==> config.mk <==
export PLATFORM = sky130hd
export DESIGN_NAME = fdc_read_sequencer
export DESIGN_NICKNAME = d
export VERILOG_FILES = /design/src/rtl/fdc_read_sequencer_pkg.sv /design/src/rtl/fdc_read_sequencer_mfm_halfcell_shifter.sv /design/src/rtl/fdc_read_sequencer.sv
export SDC_FILE = /design/constraint.sdc
export NUM_CORES = 1
export LEC_CHECK = 0
export BUFFER_PORTS_ARGS = -buffer_cell sky130_fd_sc_hd__buf_2
export CAP_MARGIN = 20
export CORE_UTILIZATION = 30
export CTS_CLUSTER_DIAMETER = 200
export DETAILED_ROUTE_END_ITERATION = 8
export SETUP_SLACK_MARGIN = 0.15
export SKIP_LAST_GASP = 1
export SLEW_MARGIN = 20
export SYNTH_ARGS = -nofsm -noshare
export SYNTH_HDL_FRONTEND = slang
export SYNTH_SLANG_ARGS = --single-unit
==> constraint.sdc <==
create_clock -name iCLK -period 3.48 [get_ports iCLK]
set_clock_uncertainty 0.2 [all_clocks]
set_input_delay 0.174 -clock iCLK [delete_from_list [all_inputs] [get_ports iCLK]]
set_output_delay 0.174 -clock iCLK [all_outputs]
set_load 0.01 [all_outputs]
==> src/rtl/fdc_read_sequencer_pkg.sv <==
// Shared encodings for the FDC read sequencer and address-mark decode.
// Latency: n/a (types, constants and a pure combinational helper).
// Backpressure: n/a.
package fdc_read_sequencer_pkg;

    typedef enum logic [1:0] {
        IDLE = 2'd0,
        HUNT = 2'd1,
        SYNC = 2'd2,
        DATA = 2'd3
    } state_t;

    // Raw MFM image of A1 with the missing clock bit
    localparam logic [15:0] SYNC_WORD_DEF = 16'h4489;

    // Data bits sit on the even raw positions, MSB at bit 14
    localparam int DATA_BIT_MSB  = 14;
    localparam int DATA_BIT_STEP = 2;

    // Strip the clock bits from a raw 16-bit MFM word
    function automatic logic [7:0] mfmDataByte(input logic [15:0] w);
        logic [7:0] b;
        b = 8'h00;
        for (int i = 0; i < 8; i++) begin
            b[3'(7 - i)] = w[4'(DATA_BIT_MSB - DATA_BIT_STEP * i)];
        end
        return b;
    endfunction

endpackage

==> src/rtl/fdc_read_sequencer_mfm_halfcell_shifter.sv <==
// Frames DPLL RCLK/RAWR into MFM half-cells and assembles 16-bit raw words.
// Latency: oWORD/oWORD_STB are combinational in the cycle the closing RCLK toggle is seen.
// Backpressure: none; the DPLL free-runs, every edge is consumed.
module mfm_halfcell_shifter (
    input  logic        iCLK,
    input  logic        iRESETn,
    input  logic        iRCLK,
    input  logic        iRAWR,
    input  logic        iCLEAR,
    input  logic        iALIGN,
    output logic [15:0] oWORD,
    output logic        oWORD_STB,
    output logic        oEDGE_STB
);

    logic        rRCLK_d;
    logic        rFlag;
    logic [15:0] rSHIFT;
    logic [3:0]  rHC;

    // A RAWR pulse that coincides with the toggle belongs to the window being closed
    assign oEDGE_STB = iRCLK ^ rRCLK_d;
    assign oWORD     = {rSHIFT[14:0], rFlag | iRAWR};
    assign oWORD_STB = oEDGE_STB && (rHC == 4'd15);

    // Delayed RCLK tracks continuously so a clear never manufactures an edge
    always_ff @(posedge iCLK or negedge iRESETn) begin
        if (!iRESETn) begin
            rRCLK_d <= 1'b0;
        end else begin
            rRCLK_d <= iRCLK;
        end
    end

    // Window flag, raw shift register and half-cell counter
    always_ff @(posedge iCLK or negedge iRESETn) begin
        if (!iRESETn) begin
            rFlag  <= 1'b0;
            rSHIFT <= 16'h0000;
            rHC    <= 4'd0;
        end else if (iCLEAR) begin
            rFlag  <= 1'b0;
            rSHIFT <= 16'h0000;
            rHC    <= 4'd0;
        end else if (oEDGE_STB) begin
            rFlag  <= 1'b0;
            rSHIFT <= oWORD;
            rHC    <= iALIGN ? 4'd0 : rHC + 4'd1;
        end else if (iRAWR) begin
            rFlag  <= 1'b1;
        end
    end

endmodule

==> src/rtl/fdc_read_sequencer.sv <==
// Read-session sequencer: VFO control, A1 sync hunt, mark and data byte strobes.
// Latency: byte strobe registered, one iCLK after the cycle holding the 16th edge.
// Backpressure: none; bytes are pushed to the CRC/byte logic as they complete.
module fdc_read_sequencer
    import fdc_read_sequencer_pkg::*;
#(
    parameter int          HUNT_TIMEOUT = 200000,
    parameter int          SYNC_MIN     = 3,
    parameter logic [15:0] SYNC_WORD    = SYNC_WORD_DEF
) (
    input  logic       iCLK,
    input  logic       iRESETn,
    input  logic       iRCLK,
    input  logic       iRAWR,
    input  logic       iRD_REQ,
    input  logic       iABORT,
    output logic       oVFOE,
    output logic [7:0] oDATA,
    output logic       oDATA_STB,
    output logic       oMARK,
    output logic       oSYNC,
    output logic       oBUSY,
    output logic       oTIMEOUT
);

    localparam int             TW    = $clog2(HUNT_TIMEOUT + 1);
    localparam logic [TW-1:0]  TLAST = TW'(HUNT_TIMEOUT - 1);

    state_t         state;
    state_t         nextState;
    logic [15:0]    word;
    logic           wordStb;
    logic           edgeStb;
    logic           align;
    logic           exitReq;
    logic           isSync;
    logic [1:0]     a1cnt;
    logic [1:0]     a1Next;
    logic [TW-1:0]  tcnt;
    logic [TW-1:0]  tcntNext;
    logic           syncNext;
    logic           emit;
    logic           emitMark;
    logic           timeoutSet;

    mfm_halfcell_shifter u_shifter (
        .iCLK      (iCLK),
        .iRESETn   (iRESETn),
        .iRCLK     (iRCLK),
        .iRAWR     (iRAWR),
        .iCLEAR    (state == IDLE),
        .iALIGN    (align),
        .oWORD     (word),
        .oWORD_STB (wordStb),
        .oEDGE_STB (edgeStb)
    );

    assign exitReq = iABORT || !iRD_REQ;
    assign isSync  = edgeStb && (word == SYNC_WORD);

    // The PLL is released only while a session is live; it idles the same cycle IDLE is entered
    assign oVFOE = (state == IDLE);
    assign oBUSY = (state != IDLE);

    // Next-state and per-cycle actions; exits pre-empt any edge in the same cycle
    always_comb begin
        nextState  = state;
        a1Next     = a1cnt;
        tcntNext   = tcnt;
        syncNext   = oSYNC;
        emit       = 1'b0;
        emitMark   = 1'b0;
        align      = 1'b0;
        timeoutSet = 1'b0;
        case (state)
            IDLE: begin
                a1Next   = 2'd0;
                tcntNext = '0;
                syncNext = 1'b0;
                if (iRD_REQ && !iABORT) begin
                    nextState = HUNT;
                end
            end
            HUNT: begin
                if (exitReq) begin
                    nextState = IDLE;
                    syncNext  = 1'b0;
                end else if (oTIMEOUT) begin
                    // Pulse cycle: the session is abandoned whatever the DPLL shows
                    nextState = IDLE;
                end else if (isSync) begin
                    nextState = SYNC;
                    align     = 1'b1;
                    a1Next    = 2'd1;
                    syncNext  = 1'b1;
                end else if (tcnt == TLAST) begin
                    timeoutSet = 1'b1;
                end else begin
                    tcntNext = tcnt + 1'b1;
                end
            end
            SYNC: begin
                if (exitReq) begin
                    nextState = IDLE;
                    syncNext  = 1'b0;
                end else if (wordStb) begin
                    if (word == SYNC_WORD) begin
                        a1Next = (a1cnt == 2'd3) ? 2'd3 : a1cnt + 2'd1;
                    end else if (int'(a1cnt) >= SYNC_MIN) begin
                        emit      = 1'b1;
                        emitMark  = 1'b1;
                        nextState = DATA;
                    end else begin
                        nextState = HUNT;
                        syncNext  = 1'b0;
                        tcntNext  = '0;
                    end
                end
            end
            DATA: begin
                if (exitReq) begin
                    nextState = IDLE;
                    syncNext  = 1'b0;
                end else if (wordStb) begin
                    emit = 1'b1;
                end
            end
            default: begin
                nextState = IDLE;
            end
        endcase
    end

    // State, sync-run count and hunt timer
    always_ff @(posedge iCLK or negedge iRESETn) begin
        if (!iRESETn) begin
            state <= IDLE;
            a1cnt <= 2'd0;
            tcnt  <= '0;
        end else begin
            state <= nextState;
            a1cnt <= a1Next;
            tcnt  <= tcntNext;
        end
    end

    // Registered outputs; oDATA holds its last byte between strobes
    always_ff @(posedge iCLK or negedge iRESETn) begin
        if (!iRESETn) begin
            oDATA     <= 8'h00;
            oDATA_STB <= 1'b0;
            oMARK     <= 1'b0;
            oSYNC     <= 1'b0;
            oTIMEOUT  <= 1'b0;
        end else begin
            oDATA_STB <= emit;
            oMARK     <= emitMark;
            oSYNC     <= syncNext;
            oTIMEOUT  <= timeoutSet;
            if (emit) begin
                oDATA <= mfmDataByte(word);
            end
        end
    end

endmodule

; ---- Word-level counts from Yosys, hierarchy flattened
; Index checks and enable logic that the tools add are counted.
[totals]
mem_count = 0
output_inout_bits = 14
wordCells = 119
in_bits = 6
rom_bits = 0
regBits = 51
mem_bits_rw = 0
latchBits = 0
[op_classes]
n_eq_ne = 25
add_sub_neg = 3
multipliers = 0
shift = 0
n_reduce_logical = 15
bitwise_logic = 2
muxes = 61
n_lt_le_gt_ge = 1
div_mod_pow = 0
[ops]
columns = op, count
row1 = 18-bit two-way mux, 8
row2 = 18-bit one-hot mux with 3 select lines, 1
row3 = 2-bit two-way mux, 16
row4 = 15-bit two-way mux, 2
row5 = 1-bit two-way mux, 27
row6 = "2-bit != test, second input constant", 10
row7 = "18-bit by 1-bit adder with 18-bit output, second input constant", 1
row8 = "18-bit == test, second input constant", 1
row9 = "16-bit by 15-bit == test with 1-bit output, second input constant", 1
row10 = 4-bit two-way mux, 3
row11 = "3-bit != test, second input constant", 4
row12 = 9-bit AND reduction, 1
row13 = 2-bit one-hot mux with 4 select lines, 1
row14 = 7-bit AND reduction, 1
row15 = "2-bit == test, second input constant", 3
row16 = 2-bit one-hot mux with 3 select lines, 1
row17 = 6-bit AND reduction, 1
row18 = 3-bit nonzero test, 2
row19 = 5-bit AND reduction, 1
row20 = "4-bit by 1-bit adder with 4-bit output, second input constant", 1
row21 = "4-bit == test, second input constant", 1
row22 = "2-bit by 1-bit != test with 1-bit output, second input constant", 2
row23 = "4-bit != test, second input constant", 1
row24 = 1-bit one-hot mux with 4 select lines, 1
row25 = 12 further kinds, 16

; ---- Longest topological paths before layout
[depth]
depth_word = 10
ltp_mapped = 9

; ---- Modules after synthesis
; From an unflattened synthesis, not the netlist that was laid out.
[hier_totals]
hier_cells = 322
area_unflattened_um2 = 2885.3
[modules_own_cells]
columns = mod, n_inst, cells_per_inst, area_each_um2
row1 = fdc_read_sequencer, 1, 228, 2013.2
row2 = mfm_halfcell_shifter, 1, 94, 872.1

; ---- Least setup slack after synthesis
; OpenSTA, ideal clock, no wires.
[synth_path]
path_kind = flip-flop to flip-flop
startpoint = reg state[0]
endpoint = reg tcnt[13]
arrival_ns = 2.377
stages_incl_launch_ff = 10
required_ns = 3.202
setup_ns = 0.078
path_slack_ns = 0.825
path_cell_list = dfrtp_1 inv_1 ha_1 clkbuf_1 a21oi_1 o21ai_2 or4_4 buf_6 or4_1 a21oi_1
[synth_via]
elab_chain_len = 3
[synth_lines]
columns = element, line
row1 = "start, declared", fdc_read_sequencer.sv:29  ; state_t state;
row2 = "start signal, assigned", fdc_read_sequencer.sv:141  ; state <= nextState;
row3 = 2-bit == test (tied with other cells), fdc_read_sequencer.sv:75  ; case (state)
row4 = 2-bit != test (no line) (tied with other cells), -
row5 = 9-bit AND reduction (no line), -
row6 = "end signal, assigned", fdc_read_sequencer.sv:143  ; tcnt <= tcntNext;
row7 = "end, declared", fdc_read_sequencer.sv:39  ; logic [TW-1:0] tcnt;
; Parallel ways exist; a longest one is shown, timed or not.
; A chain may end at the register's enable or synchronous reset.

; ---- Worst setup path in the final report
[layout_path]
startpoint = reg u_shifter.rSHIFT[1]
endpoint = reg oDATA[1]
[layout_via]
elab_chain_len = 5
[layout_lines]
columns = element, line
row1 = "start, declared", fdc_read_sequencer_mfm_halfcell_shifter.sv:18  ; logic [15:0] rSHIFT;
row2 = "start signal, assigned", fdc_read_sequencer_mfm_halfcell_shifter.sv:47  ; rSHIFT <= oWORD;
row3 = 16-bit by 15-bit == test with 1-bit output, fdc_read_sequencer.sv:107  ; if (word == SYNC_WORD) begin
row4 = 1-bit two-way mux, fdc_read_sequencer.sv:107
row5 = 1-bit two-way mux, fdc_read_sequencer.sv:106  ; end else if (wordStb) begin
row6 = 1-bit two-way mux, fdc_read_sequencer.sv:103  ; if (exitReq) begin
row7 = 1-bit one-hot mux with 2 select lines, fdc_read_sequencer.sv:75
row8 = "end signal, assigned", fdc_read_sequencer.sv:161  ; oDATA <= mfmDataByte(word);
row9 = "end, declared", fdc_read_sequencer.sv:18  ; output logic [7:0] oDATA,
; Parallel ways exist; a longest one is shown, timed or not.

==> tab_implementation.tex <==
\begin{tabular}{lr}
\hline
Metric & Value \\
\hline
\multicolumn{2}{l}{\textbf{STA}} \\
\quad Final Slew Violations & 0 \\
\quad Period minus WS final & 2880 ps \\
\quad Highest clock rate & 347 MHz \\
\quad Setup total negative slack & 0 ps \\
\quad Final-report setup violation count & 0 \\
\quad Slew headroom & 46.2\% \\
\quad Slew at the pin closest to its max-slew limit & 807 ps \\
\quad Fin crit share & 82.8\% \\
\quad Final Hold Violating Endpoints & 0 \\
\quad Unrepaired setup endpoints after global routing & false \\
\multicolumn{2}{l}{\textbf{GRT}} \\
\quad Total Routing Usage GR & 13.6\% \\
\quad Maximum number of pins on one net before global-route repair & 36 \\
\quad Via count of the first global-routing pass & 2218 \\
\quad Residual overflow from global routing & 0 \\
\quad Number of antenna violations at the first check in global routing & 0 \\
\quad Global-route wire length before repair & 10600 um \\
\multicolumn{2}{l}{\textbf{Drt}} \\
\quad Detailed-route via count & 2248 \\
\quad First-iteration detailed-routing DRC count & 79 \\
\quad Vias per Instance & 5.30 \\
\quad Number of nets still failing antenna checks after routing & 0 \\
\quad Routed length per placed instance & 14.2 um \\
\quad Total wire length & 6040 um \\
\quad Drt first pass iters & 6 \\
\quad Final routed DRC violation total & 2 \\
\multicolumn{2}{l}{\textbf{Power and ir drop}} \\
\quad Power density cells & 510 mW/mm\^{}2 \\
\quad Total Power Consumption & 1.55 mW \\
\quad Worst VDD drop & 0.225 mV \\
\quad Static leakage power & 1.29 nW \\
\multicolumn{2}{l}{\textbf{Final layout}} \\
\quad Share of cells above drive strength 1 & 13.6\% \\
\quad Final-stage net count & 327 \\
\quad P\&R area growth vs syn & 10.1\% \\
\quad Commonest non-fill, non-tap cell in the layout & sky130\_fd\_sc\_hd\_\_dfrtp\_1 \\
\quad Area of all placed cells without fillers & 0.00303 sq mm \\
\quad Post-route core utilization & 34.4\% \\
\quad Antenna diodes & 0 \\
\quad Commonest non-fill, non-tap cells in the layout & sky130\_fd\_sc\_hd\_\_dfrtp\_1 (51), sky130\_fd\_sc\_hd\_\_nand2\_1 (50), sky130\_fd\_sc\_hd\_\_a21oi\_1 (32) \\
\multicolumn{2}{l}{\textbf{Yosys}} \\
\quad Average cell area after synthesis & 9.21 sq um \\
\quad Number of synthesized flops with an enable pin & 0 \\
\quad Synth area leaders & sky130\_fd\_sc\_hd\_\_dfrtp\_1 (46\%), sky130\_fd\_sc\_hd\_\_nand2\_1 (6.8\%), sky130\_fd\_sc\_hd\_\_a21oi\_1 (5.8\%), sky130\_fd\_sc\_hd\_\_or4\_1 (3.0\%), sky130\_fd\_sc\_hd\_\_ha\_1 (2.7\%) \\
\quad Seq cells post-synth & 51 \\
\quad Synth area leader & sky130\_fd\_sc\_hd\_\_dfrtp\_1 \\
\quad Area share of the largest cell type after synthesis & 46.4\% \\
\quad Async set or reset register ratio after synthesis & 100\% \\
\quad Area of the mapped netlist & 0.00275 sq mm \\
\quad Mapped Cells & 299 \\
\quad Total of warnings raised by yosys & 0 \\
\quad Post-synthesis cell type count & 51 \\
\quad Most frequently used flop master after synthesis & sky130\_fd\_sc\_hd\_\_dfrtp\_1 \\
\quad Share of synthesized area occupied by flip-flops and latches & 46.4\% \\
\multicolumn{2}{l}{\textbf{Worst setup path}} \\
\quad Required time of the worst setup path & 3490 ps \\
\quad Critical path launch point type & register \\
\quad Setup CP Type & reg -> reg \\
\quad CP Max Fanout & 6 \\
\quad Setup crit start & u\_shifter.rSHIFT[1] \\
\quad RR Startpoint & u\_shifter.rSHIFT[1] \\
\quad Critical Path Sink Type & register \\
\quad Worst Path Arrival & 2890 ps \\
\multicolumn{2}{l}{\textbf{Clock tree}} \\
\quad TritonCTS clock tree & yes \\
\quad Number of clock sinks & 51 \\
\quad H-tree depth & 2 \\
\quad Setup Fix Bufs, Post-CTS & 0 \\
\quad Reg clk slew, reported paths & 100 ps \\
\quad Number of buffers between clock root and the deepest sink & 2 \\
\quad Clock latency on the worst-skew pair & 310 ps \\
\quad Root cell of the clock tree & sky130\_fd\_sc\_hd\_\_clkbuf\_8 \\
\quad TritonCTS Buffers & 5 \\
\multicolumn{2}{l}{\textbf{Flow run}} \\
\quad Max-cap viol count & 0 \\
\multicolumn{2}{l}{\textbf{Placement}} \\
\quad Weighted congestion reported at the end of routability-driven placement & 0.837 \\
\quad DP HPWL & 4290 um \\
\quad Number of buffers added on ports & 15 \\
\quad Cell area reported after detailed placement & 0.00292 sq mm \\
\multicolumn{2}{l}{\textbf{Die}} \\
\quad Die Area & 0.00956 sq mm \\
\quad Number of cell rows & 34 \\
\quad Initial core utilization & 31.3\% \\
\quad Standard cell core area & 0.00881 sq mm \\
\quad Die width & 97.8 um \\
\quad I/O pin count & 20 \\
\quad Die outline height & 97.8 um \\
\multicolumn{2}{l}{\textbf{Status}} \\
\quad Failing checks & DRC \\
\quad Outcome & finished, violations left \\
\multicolumn{2}{l}{\textbf{Worst hold path}} \\
\quad Hold path startpoint & iABORT \\
\quad Path type of the worst min-delay path & in -> reg \\
\hline
\end{tabular}
final timing paths:
check	end	cells past startpoint	slack [ps]
setup / recovery	oDATA[1]	5	600
hold / removal	oTIMEOUT	4	30
setup reg to reg	oDATA[1]	5	600
hold reg to reg	u_shifter.rHC[3]	1	290
max in group asynchronous	tcnt[5]	3	2110
min in group asynchronous	tcnt[13]	2	200
critical path: stages (launching register included):
cell                       delay, ps
sky130_fd_sc_hd__dfrtp_1         410
sky130_fd_sc_hd__or4b_1          580
sky130_fd_sc_hd__nor4b_1         600
sky130_fd_sc_hd__a211oi_1        180
sky130_fd_sc_hd__o21ai_1         410
sky130_fd_sc_hd__mux2_2          390
registers in the layout, summed over array words and instances, names as in the netlist:
name	flops
tcnt	18
u_shifter.rSHIFT	15
oDATA	4
u_shifter.rHC	4
a1cnt	2
state	2
oDATA_STB	1
oMARK	1
oSYNC	1
oTIMEOUT	1
u_shifter.rFlag	1
u_shifter.rRCLK_d	1
timing repair:
action / in CTS / in global routing
hold buffers: 2 / 0
gates resized for setup: 0 / 0
hold endpoints to repair: 28 / 0
setup endpoints to repair: 0 / 0
routing by layer:
metal	part of all wire [%]	GRT usage (%)	up-vias
li1	-	-	1115
met1	49	18.0	1102
met2	48	22.6	23
met3	2.5	2.58	8
met4	0.98	3.85	0
met5	0	0	-
report_power, final:
part           leakage (nW)  total (mW)  internal [mW]  switching (mW)
registers             0.702       0.696          0.647          0.0493
clock network        0.0483       0.352          0.142           0.210
logic                 0.543       0.499          0.165           0.334
total                  1.29        1.55          0.954           0.593
Yosys cell counts, drive strengths merged (8+ instances only):
cell type and count:
nand3 12, nor2 12, nor3 9, and3 8
clkbuf 8, buf 9, nand2 50, dfrtp 51
or4 12, inv 8, o21ai 16, or3 8
a21oi 33, o31ai 8
layout make-up:
class / count / area [sq um]
clock buffer: 5 / 68.8
clock inverter: 3 / 18.8
fill: 910 / 5770
inverter: 8 / 30.0
multi-input combinational: 226 / 1360
sequential: 51 / 1280
tap: 108 / 135
timing repair buffer: 23 / 140
cells by family (layout without fill, tap and decap cells):
logic type	after synthesis	after routing	share of synthesized area [%]
simple gates	134	134	26.4
xor+xnor	2	2	0.909
other cells	1	4	0.136
mux	6	6	2.36
flops	51	51	46.4
buf+inv	25	39	4.73
compound gates	74	74	16.4
fa+ha+maj	6	6	2.73
metrics by stage:
step | worst slack (ps) | hold slack [ps] | instances
floorplan | 825 | -322 | 302
global placement | 690 | 34.2 | 414
detailed placement | 629 | 36.5 | 414
CTS | 590 | 18.7 | 424
global route | 363 | 57.1 | 424
finish | 600 | 34.3 | 424
Note: power is estimated with default switching activity, not from simulation.
